<file path="config.mk">
export PLATFORM = sky130hd
export DESIGN_NAME = result_display_ctrl_flat
export DESIGN_NICKNAME = d
export VERILOG_FILES = /design/src/rtl/result_display_ctrl_if.sv /design/src/rtl/result_display_ctrl.sv /design/src/flat_wrapper.sv
export SDC_FILE = /design/constraint.sdc
export NUM_CORES = 1
export LEC_CHECK = 0
export ABC_CLOCK_PERIOD_IN_PS = 3700
export BUFFER_PORTS_ARGS = -buffer_cell sky130_fd_sc_hd__buf_2
export CAP_MARGIN = 20
export CORE_MARGIN = 3
export CORE_UTILIZATION = 51
export CTS_BUF_LIST = sky130_fd_sc_hd__clkbuf_4 sky130_fd_sc_hd__clkbuf_8
export CTS_CLUSTER_SIZE = 30
export DETAILED_ROUTE_END_ITERATION = 8
export GPL_TIMING_DRIVEN = 0
export MAX_ROUTING_LAYER = met4
export PLACE_DENSITY = 0.71
export SLEW_MARGIN = 20
export SYNTH_ARGS = -nofsm -noshare
export SYNTH_HDL_FRONTEND = slang
export SYNTH_SLANG_ARGS = --single-unit
</file>
<file path="constraint.sdc">
create_clock -name CLK -period 3.7 [get_ports CLK]
set_clock_uncertainty 0.2 [all_clocks]
set_input_delay 0.37 -clock CLK [delete_from_list [all_inputs] [get_ports CLK]]
set_output_delay 0.37 -clock CLK [all_outputs]
set_load 0.02 [all_outputs]
</file>
<file path="src/rtl/result_display_ctrl_if.sv">
`default_nettype none
// ============================================================================
// Module   : result_display_ctrl_if
// Purpose  : Result handshake between a datapath (master) and the display
//            controller (slave).
// Signals  : Valid - datapath done level, synchronous to the display clock
//            Value - unsigned binary result, WIDTH bits
//            Busy  - display controller is converting; new results ignored
// Revision : 1.0 - initial release
// ============================================================================
interface result_display_ctrl_if #(
  parameter int WIDTH = 16
);
  logic             Valid;
  logic [WIDTH-1:0] Value;
  logic             Busy;

  modport master (output Valid, output Value, input  Busy);
  modport slave  (input  Valid, input  Value, output Busy);
endinterface
`default_nettype wire

</file>
<file path="src/rtl/result_display_ctrl.sv">
`default_nettype none
// ============================================================================
// Module   : result_display_ctrl
// Purpose  : Captures a binary result on a Valid rising edge, converts it to
//            BCD with a sequential double-dabble, and drives DIGITS registered
//            7-segment digits with leading-zero blanking and an overflow dash
//            display. Also provides a free-running Tick enable and a
//            synchronized single-cycle StartPulse for a push-button.
// Ports    : CLK, RST         - clock, asynchronous active-high reset
//            Start            - raw asynchronous push-button level
//            bus (slave)      - Valid/Value in, Busy out
//            Tick             - one-cycle enable every DIV cycles
//            StartPulse       - one pulse per synchronized Start press
//            Overflow         - last captured Value >= 10^DIGITS
//            Segs             - digit i on Segs[7i+6:7i], bit order gfedcba
// Revision : 1.0 - initial release
// ============================================================================
module result_display_ctrl #(
  parameter int WIDTH      = 16,
  parameter int DIGITS     = 4,
  parameter int DIV        = 50_000_000,
  parameter int ACTIVE_LOW = 1
) (
  input  logic                  CLK,
  input  logic                  RST,
  input  logic                  Start,
  result_display_ctrl_if.slave  bus,
  output logic                  Tick,
  output logic                  StartPulse,
  output logic                  Overflow,
  output logic [7*DIGITS-1:0]   Segs
);

  localparam int C_TW = (DIV > 2) ? $clog2(DIV) : 1;
  localparam int C_CW = $clog2(WIDTH + 1);
  localparam int C_BW = 4 * DIGITS;
  localparam logic [C_TW-1:0] C_TICK_MAX = C_TW'(DIV - 1);
  localparam logic [C_CW-1:0] C_CNT_LAST = C_CW'(WIDTH - 1);

  // Active-high gfedcba pattern for one decimal digit.
  function automatic logic [6:0] seg7(input logic [3:0] d);
    logic [6:0] p;
    case (d)
      4'd0:    p = 7'b0111111;
      4'd1:    p = 7'b0000110;
      4'd2:    p = 7'b1011011;
      4'd3:    p = 7'b1001111;
      4'd4:    p = 7'b1100110;
      4'd5:    p = 7'b1101101;
      4'd6:    p = 7'b1111101;
      4'd7:    p = 7'b0000111;
      4'd8:    p = 7'b1111111;
      4'd9:    p = 7'b1101111;
      default: p = 7'b0000000;
    endcase
    return p;
  endfunction

  // Full display image: dashes on overflow, otherwise decimal digits with
  // leading zeros blanked (digit 0 is always shown).
  function automatic logic [7*DIGITS-1:0] render(input logic [C_BW-1:0] bcd,
                                                 input logic            ovf);
    logic [7*DIGITS-1:0] s;
    logic [6:0]          p;
    logic                lead;
    s    = '0;
    lead = 1'b1;
    for (int i = DIGITS - 1; i >= 0; i--) begin
      if (ovf) begin
        p = 7'b1000000;
      end else if (lead && (i != 0) && (bcd[4*i +: 4] == 4'd0)) begin
        p = 7'b0000000;
      end else begin
        p    = seg7(bcd[4*i +: 4]);
        lead = 1'b0;
      end
      s[7*i +: 7] = (ACTIVE_LOW != 0) ? ~p : p;
    end
    return s;
  endfunction

  localparam logic [7*DIGITS-1:0] C_SEGS_RST = render('0, 1'b0);

  typedef enum logic [1:0] {
    S_IDLE    = 2'd0,
    S_CONVERT = 2'd1,
    S_LOAD    = 2'd2
  } state_t;

  // --------------------------------------------------------------------------
  // Tick generator
  // --------------------------------------------------------------------------
  logic [C_TW-1:0] tick_cnt_q;

  always_ff @(posedge CLK or posedge RST) begin
    if (RST) begin
      tick_cnt_q <= '0;
    end else if (tick_cnt_q == C_TICK_MAX) begin
      tick_cnt_q <= '0;
    end else begin
      tick_cnt_q <= tick_cnt_q + 1'b1;
    end
  end

  assign Tick = (tick_cnt_q == C_TICK_MAX);

  // --------------------------------------------------------------------------
  // Start synchronizer and rising-edge pulse
  // --------------------------------------------------------------------------
  logic sync1_q, sync2_q, sync_prev_q;

  always_ff @(posedge CLK or posedge RST) begin
    if (RST) begin
      sync1_q     <= 1'b0;
      sync2_q     <= 1'b0;
      sync_prev_q <= 1'b0;
    end else begin
      sync1_q     <= Start;
      sync2_q     <= sync1_q;
      sync_prev_q <= sync2_q;
    end
  end

  // Built only from flops downstream of the synchronizer.
  assign StartPulse = sync2_q & ~sync_prev_q;

  // --------------------------------------------------------------------------
  // Capture, double-dabble conversion and display load
  // --------------------------------------------------------------------------
  state_t              state_q;
  logic                busy_q;
  logic                valid_prev_q;
  logic [WIDTH-1:0]    bin_q;
  logic [C_BW-1:0]     bcd_q;
  logic                ovf_q;
  logic [C_CW-1:0]     cnt_q;
  logic                overflow_q;
  logic [7*DIGITS-1:0] segs_q;

  logic                valid_rise_d;
  logic [C_BW-1:0]     bcd_adj_d;
  logic [C_BW-1:0]     bcd_shift_d;

  assign valid_rise_d = bus.Valid & ~valid_prev_q;

  // Add-3 correction on every digit >= 5 before the shift.
  always_comb begin
    bcd_adj_d = bcd_q;
    for (int i = 0; i < DIGITS; i++) begin
      if (bcd_q[4*i +: 4] >= 4'd5) begin
        bcd_adj_d[4*i +: 4] = bcd_q[4*i +: 4] + 4'd3;
      end
    end
  end

  assign bcd_shift_d = {bcd_adj_d[C_BW-2:0], bin_q[WIDTH-1]};

  always_ff @(posedge CLK or posedge RST) begin
    if (RST) begin
      state_q      <= S_IDLE;
      busy_q       <= 1'b0;
      valid_prev_q <= 1'b0;
      bin_q        <= '0;
      bcd_q        <= '0;
      ovf_q        <= 1'b0;
      cnt_q        <= '0;
      overflow_q   <= 1'b0;
      segs_q       <= C_SEGS_RST;
    end else begin
      valid_prev_q <= bus.Valid;
      case (state_q)
        S_IDLE: begin
          // Edges seen outside IDLE fall through here unused, so they are
          // dropped rather than queued.
          if (valid_rise_d) begin
            bin_q   <= bus.Value;
            bcd_q   <= '0;
            ovf_q   <= 1'b0;
            cnt_q   <= '0;
            state_q <= S_CONVERT;
            busy_q  <= 1'b1;
          end
        end
        S_CONVERT: begin
          bcd_q <= bcd_shift_d;
          bin_q <= bin_q << 1;
          // A carry out of the top digit means the value needs more digits.
          if (bcd_adj_d[C_BW-1]) begin
            ovf_q <= 1'b1;
          end
          cnt_q <= cnt_q + 1'b1;
          if (cnt_q == C_CNT_LAST) begin
            state_q <= S_LOAD;
          end
        end
        S_LOAD: begin
          segs_q     <= render(bcd_q, ovf_q);
          overflow_q <= ovf_q;
          state_q    <= S_IDLE;
          busy_q     <= 1'b0;
        end
        default: begin
          state_q <= S_IDLE;
          busy_q  <= 1'b0;
        end
      endcase
    end
  end

  assign bus.Busy = busy_q;
  assign Overflow = overflow_q;
  assign Segs     = segs_q;

endmodule
`default_nettype wire

</file>
<file path="src/flat_wrapper.sv">
// flat-port wrapper written by rule: the top's interface ports become plain ports
module result_display_ctrl_flat 
#(
  parameter int WIDTH      = 16,
  parameter int DIGITS     = 4,
  parameter int DIV        = 50_000_000,
  parameter int ACTIVE_LOW = 1
)
  (CLK, RST, Start, Tick, StartPulse, Overflow, Segs, bus_Valid, bus_Value, bus_Busy);
  result_display_ctrl_if #(.WIDTH(WIDTH)) bus_i ();
  input  logic CLK;
  input  logic RST;
  input  logic Start;
  output logic Tick;
  output logic StartPulse;
  output logic Overflow;
  output logic [7*DIGITS-1:0] Segs;
  input wire logic [$bits(bus_i.Valid)-1:0] bus_Valid;
  input wire logic [$bits(bus_i.Value)-1:0] bus_Value;
  output wire logic [$bits(bus_i.Busy)-1:0] bus_Busy;
  assign bus_i.Valid = bus_Valid;
  assign bus_i.Value = bus_Value;
  assign bus_Busy = bus_i.Busy;
  result_display_ctrl #(.WIDTH(WIDTH), .DIGITS(DIGITS), .DIV(DIV), .ACTIVE_LOW(ACTIVE_LOW)) u_core (.CLK(CLK), .RST(RST), .Start(Start), .bus(bus_i), .Tick(Tick), .StartPulse(StartPulse), .Overflow(Overflow), .Segs(Segs));
endmodule
</file>
# == Yosys cells after proc, flatten, opt, wreduce, memory -nomap -nowiden ==
# Memories as Yosys holds them, arrays and structs flattened.
# Index checks and enable logic that the tools add are counted.
# classes
add_sub_neg,6
multipliers,0
div_mod_pow,0
magnitude_cmp,4
eq_ne,7
shift,0
mux,36
n_bitwise,9
n_reduce_logical,11
# ops
cell,count
7-bit two-way mux,11
16-bit one-hot mux with 2 select lines,2
16-bit two-way mux,2
7-bit NOT,4
"26-bit by 1-bit adder with 26-bit output, second input constant",1
"26-bit == test, second input constant",1
26-bit two-way mux,1
"4-bit by 2-bit adder with 4-bit output, second input constant",4
"4-bit by 3-bit greater-or-equal comparator with 1-bit output, second input constant",4
4-bit two-way mux,4
4-bit logical NOT,3
5-bit one-hot mux with 2 select lines,1
1-bit two-way mux,9
"2-bit by 1-bit inequality test with 1-bit output, second input constant",3
2-bit AND reduction,3
"5-bit by 1-bit adder with 5-bit output, second input constant",1
"5-bit by 4-bit == test with 1-bit output, second input constant",1
5-bit two-way mux,1
2-bit two-way mux,2
1-bit one-hot mux with 2 select lines,2
2-bit one-hot mux with 2 select lines,1
1-bit NOT,3
3-bit AND reduction,1
1-bit bitwise AND,2
other kinds (5),6
# word_totals
ff_bits,100
latch_bits,0
mem_bits_rw,0
romBits,448
in_bits,20
output_inout_bits,32
word_cells,90
n_memories,4
# memory_table
name,words,word_bits,rd,rd_clocked_by_memory_dff,write_ports,line_no,text
(no name shown),16,7,1,0,0,result_display_ctrl.sv:43,case (d)
(no name shown),16,7,1,0,0,result_display_ctrl.sv:43,
(no name shown),16,7,1,0,0,result_display_ctrl.sv:43,
(no name shown),16,7,1,0,0,result_display_ctrl.sv:43,

# == Depth between registers and ports, before layout ==
# depth
ltp_word,13
depth_mapped,7
mapped_depth_nobuf,7

# == Worst setup path after synthesis ==
# Ideal clock, no wire load.
# synth_timing
kind,flip-flop to output port
startpoint,register u_core.tick_cnt_q[7]
endpoint,output port Tick
arrival_time_ps,1491
required_ps,3130
slack_ps,1639
path_stages_with_launch,5
path_cell_list,dfrtp_1 -> nor4b_2 -> nand2_1 -> or4_4 -> inv_1
# synth_between
elab_chain_len,1
# synth_lines
element,line_no,text
from (decl),result_display_ctrl.sv:93,logic [C_TW-1:0] tick_cnt_q;
from (signal assigned),result_display_ctrl.sv:101,tick_cnt_q <= tick_cnt_q + 1'b1;
26-bit == test,result_display_ctrl.sv:105,assign Tick = (tick_cnt_q == C_TICK_MAX);
to (decl),flat_wrapper.sv:14,output logic Tick;
# Every way passes these cells.

# == Final worst setup path ==
# layout_timing
startpoint,register u_core.tick_cnt_q[0]
endpoint,output port Tick
# The elaborated chain is that of the path after synthesis.

==> run metrics <==
Clk pwr share=around a fifth; PwrDens=642.4 nW/um^2; Final min period=2.625 ns; initial antenna violation count=0; Hold Path Class=in2reg; CTS tree=done; final setup violating endpoints=0; # port buffers=between 50 and 60; part of the cycle the worst path needs=between 70 and 80%; # hold bufs at CTS=3; clk_lat worst skew=approximately 0.37 ns; leakage dissipation=between 0.002 and 0.0025 uW; syn avg cell area=just over 10 sq um; Worst VDD drop=~280 uV; switch share=between 30% and 40%; combinational power share=between 40% and 50%; share of cells above drive strength 1=18.89%; crit path capture type=output pin; Synth cell types=52; max frequency=approximately 380 MHz; Ys Warns=0; CTS H-tree depth=3; WL/cell=about 15 microns; Placer Congestion=between 0.8 and 0.9; Pint=around 2200 uW; starting density of the core=roughly 54%; Setup CP Type=reg2out; # Post-CTS Setup Buffers=0; initial DRC count=around 190; Seq pwr share=41.0%; Detailed Place HPWL=7.328 mm; gr usage total=about a fifth; Final Cell Area=roughly 5800 sq um; die extent in y=105.9 microns; core area=roughly 9500 sq um; vias in the first global route=3866; most frequent cells in the layout=dfrtp_1 (78), buf_2 (56), nor2_1 (46); run status=completed; post-route ant nets=0; final core utilization=60.99%; most common cell after layout, fill and taps aside=dfrtp_1; Max Cap Violations=0; Slew @ Worst Pin=between 0.5 and 0.6 ns; maximum number of pins on one net before global-route repair=75; Final Hold Vio Count=0; synthesized area=around 5000 sq um; startpoint types=flip-flop; routed vias=just under 4000; global-route wire length before repair=approximately 18 mm; residual DRC count=0; total iterations of the first detailed-routing run=4; WHS=0.08440 ns; crit path DAT=a little over 2 ns; Vias/cell=approximately 5.4; CTS resizes=0; number of enable flip-flop cells after synthesis=0; grt ovf=0; unrepaired setup endpoints after global routing=no; Die ar.=roughly 11000 sq um; # IOs=between 50 and 60; post-synthesis register bit count=100; Top FF cell, synth=dfrtp_1; antenna fix cells=0; Worst slew margin=approximately 60%; Worst-path clk slew=0.10 ns; P_sw=between 1000 and 1500 uW; Rows=35; Worst EP required=about 3.1 ns; Power Total=around 3700 uW; Slew Viols, Final=0; R2R Setup Slk=approximately 1.5 ns; Die X=105.9 microns; post-placement cell area=about 5500 sq um; Cell Count Post-Placement=687; clk sink count=100; Clock Tree Buf Depth=2; Nets=619; Routed WL=10.32 mm; Synthesized Nets=approximately 550; synthesized instance count=around 510; Area Growth Syn to Fin=13.32%; largest fanout on the critical path=5; clock root buffer=clkbuf_8; Final Non-Filler Cells=between 700 and 800; register area share after synthesis=roughly 50%; asr flop ratio synth=100.0%; cts bufs inserted=9
## cell type report
class	instances	area, sq um
inverters	18	72.57
multi-input cells	364	2397
flip-flops and latches	100	2530
clock buffers	9	123.9
plain buffers	24	96.34
clock inverters	7	75.07
fillers	848	3690
well taps	129	161.4
repair buffers	55	312.8
## logic make-up after synthesis
| group | count (synthesis) | synth area share, % |
|---|---|---|
| simple gates | 171 | 17.28 |
| flops | 100 | 49.69 |
| xor+xnor | 26 | 4.473 |
| compound gates | 123 | 15.34 |
| fa+ha+maj | 27 | 6.635 |
| mux | 17 | 3.367 |
| buf+inv | 42 | 3.219 |
## through the flow
stage / setup slack (ns) / setup TNS, ns
global route: 0.9499 / 0
detailed placement: 1.451 / 0
floorplan: 0.5476 / 0
finish: 1.075 / 0
CTS: 1.052 / 0
global placement: -0.5981 / -46.00
## flip-flops by register name (all words and copies together), names as in the netlist
register / flops
u_core.Segs: 28
u_core.bus.Busy: 1
u_core.state_q: 2
u_core.bin_q: 16
u_core.sync_prev_q: 1
u_core.Overflow: 1
u_core.tick_cnt_q: 26
u_core.valid_prev_q: 1
u_core.bcd_q: 16
u_core.ovf_q: 1
u_core.sync2_q: 1
u_core.sync1_q: 1
u_core.cnt_q: 5
## synth_stat cells (3+ instances only)
master / number / area, sq um
dfrtp_1: 78 / 1952
xnor2_1: 14 / 122.6
o21ai_1: 23 / 115.1
nor3b_1: 5 / 37.54
nor3_1: 6 / 30.03
o22ai_1: 7 / 43.79
and2_1: 3 / 18.77
a21oi_1: 29 / 145.1
clkbuf_1: 17 / 63.81
xor2_1: 12 / 105.1
nand2_1: 45 / 168.9
dfstp_2: 22 / 578.1
buf_2: 5 / 25.02
nand2b_1: 14 / 87.58
o21ai_0: 19 / 95.09
and3_1: 4 / 25.02
inv_1: 17 / 63.81
ha_1: 27 / 337.8
nor2b_1: 7 / 43.79
a21o_1: 4 / 30.03
nand3_1: 18 / 90.09
o22a_1: 16 / 140.1
nor2_1: 46 / 172.7
mux2i_1: 16 / 160.2
o31ai_1: 7 / 52.55
a22o_1: 5 / 43.79
nand4_1: 7 / 43.79
a32o_1: 3 / 30.03
## critical path, cell delays in order, from the launching register on
cell and delay (ns):
dfrtp_1 0.43, ha_1 0.24, nand4_1 0.20, or4_4 0.60, inv_1 0.07, buf_2 0.15
## metal layers
layer | track usage (%) | share of wire, % | vias to the layer above
met5 | - | 0 | -
met4 | 6.753 | 1.7 | 0
met3 | 2.793 | 2.8 | 18
met2 | 32.29 | 47 | 59
met1 | 27.96 | 48 | 1865
li1 | - | - | 1900
## power groups by stage
stage / combinational, uW / clock (uW) / sequential, uW
6_report: 1490 / 703 / 1520
5_1_grt: 1690 / 773 / 1560
4_1_cts: 1480 / 723 / 1520
3_5_place_dp: 1470 / 0 / 1540
3_3_place_gp: 1420 / 0 / 1530
2_1_floorplan: 1130 / 0 / 1520
## worst paths after layout
path / start / end / cells after the start
max: u_core.tick_cnt_q[0] / Tick / 5
min: bus_Value[1] / u_core.bin_q[1] / 3
max reg2reg: u_core.bcd_q[12] / u_core.Segs[7] / 7
min reg2reg: u_core.sync1_q / u_core.sync2_q / 0
max in group asynchronous: RST / u_core.Segs[6] / 4
min in group asynchronous: RST / u_core.Segs[5] / 3
(Power assumes the default switching activity.)
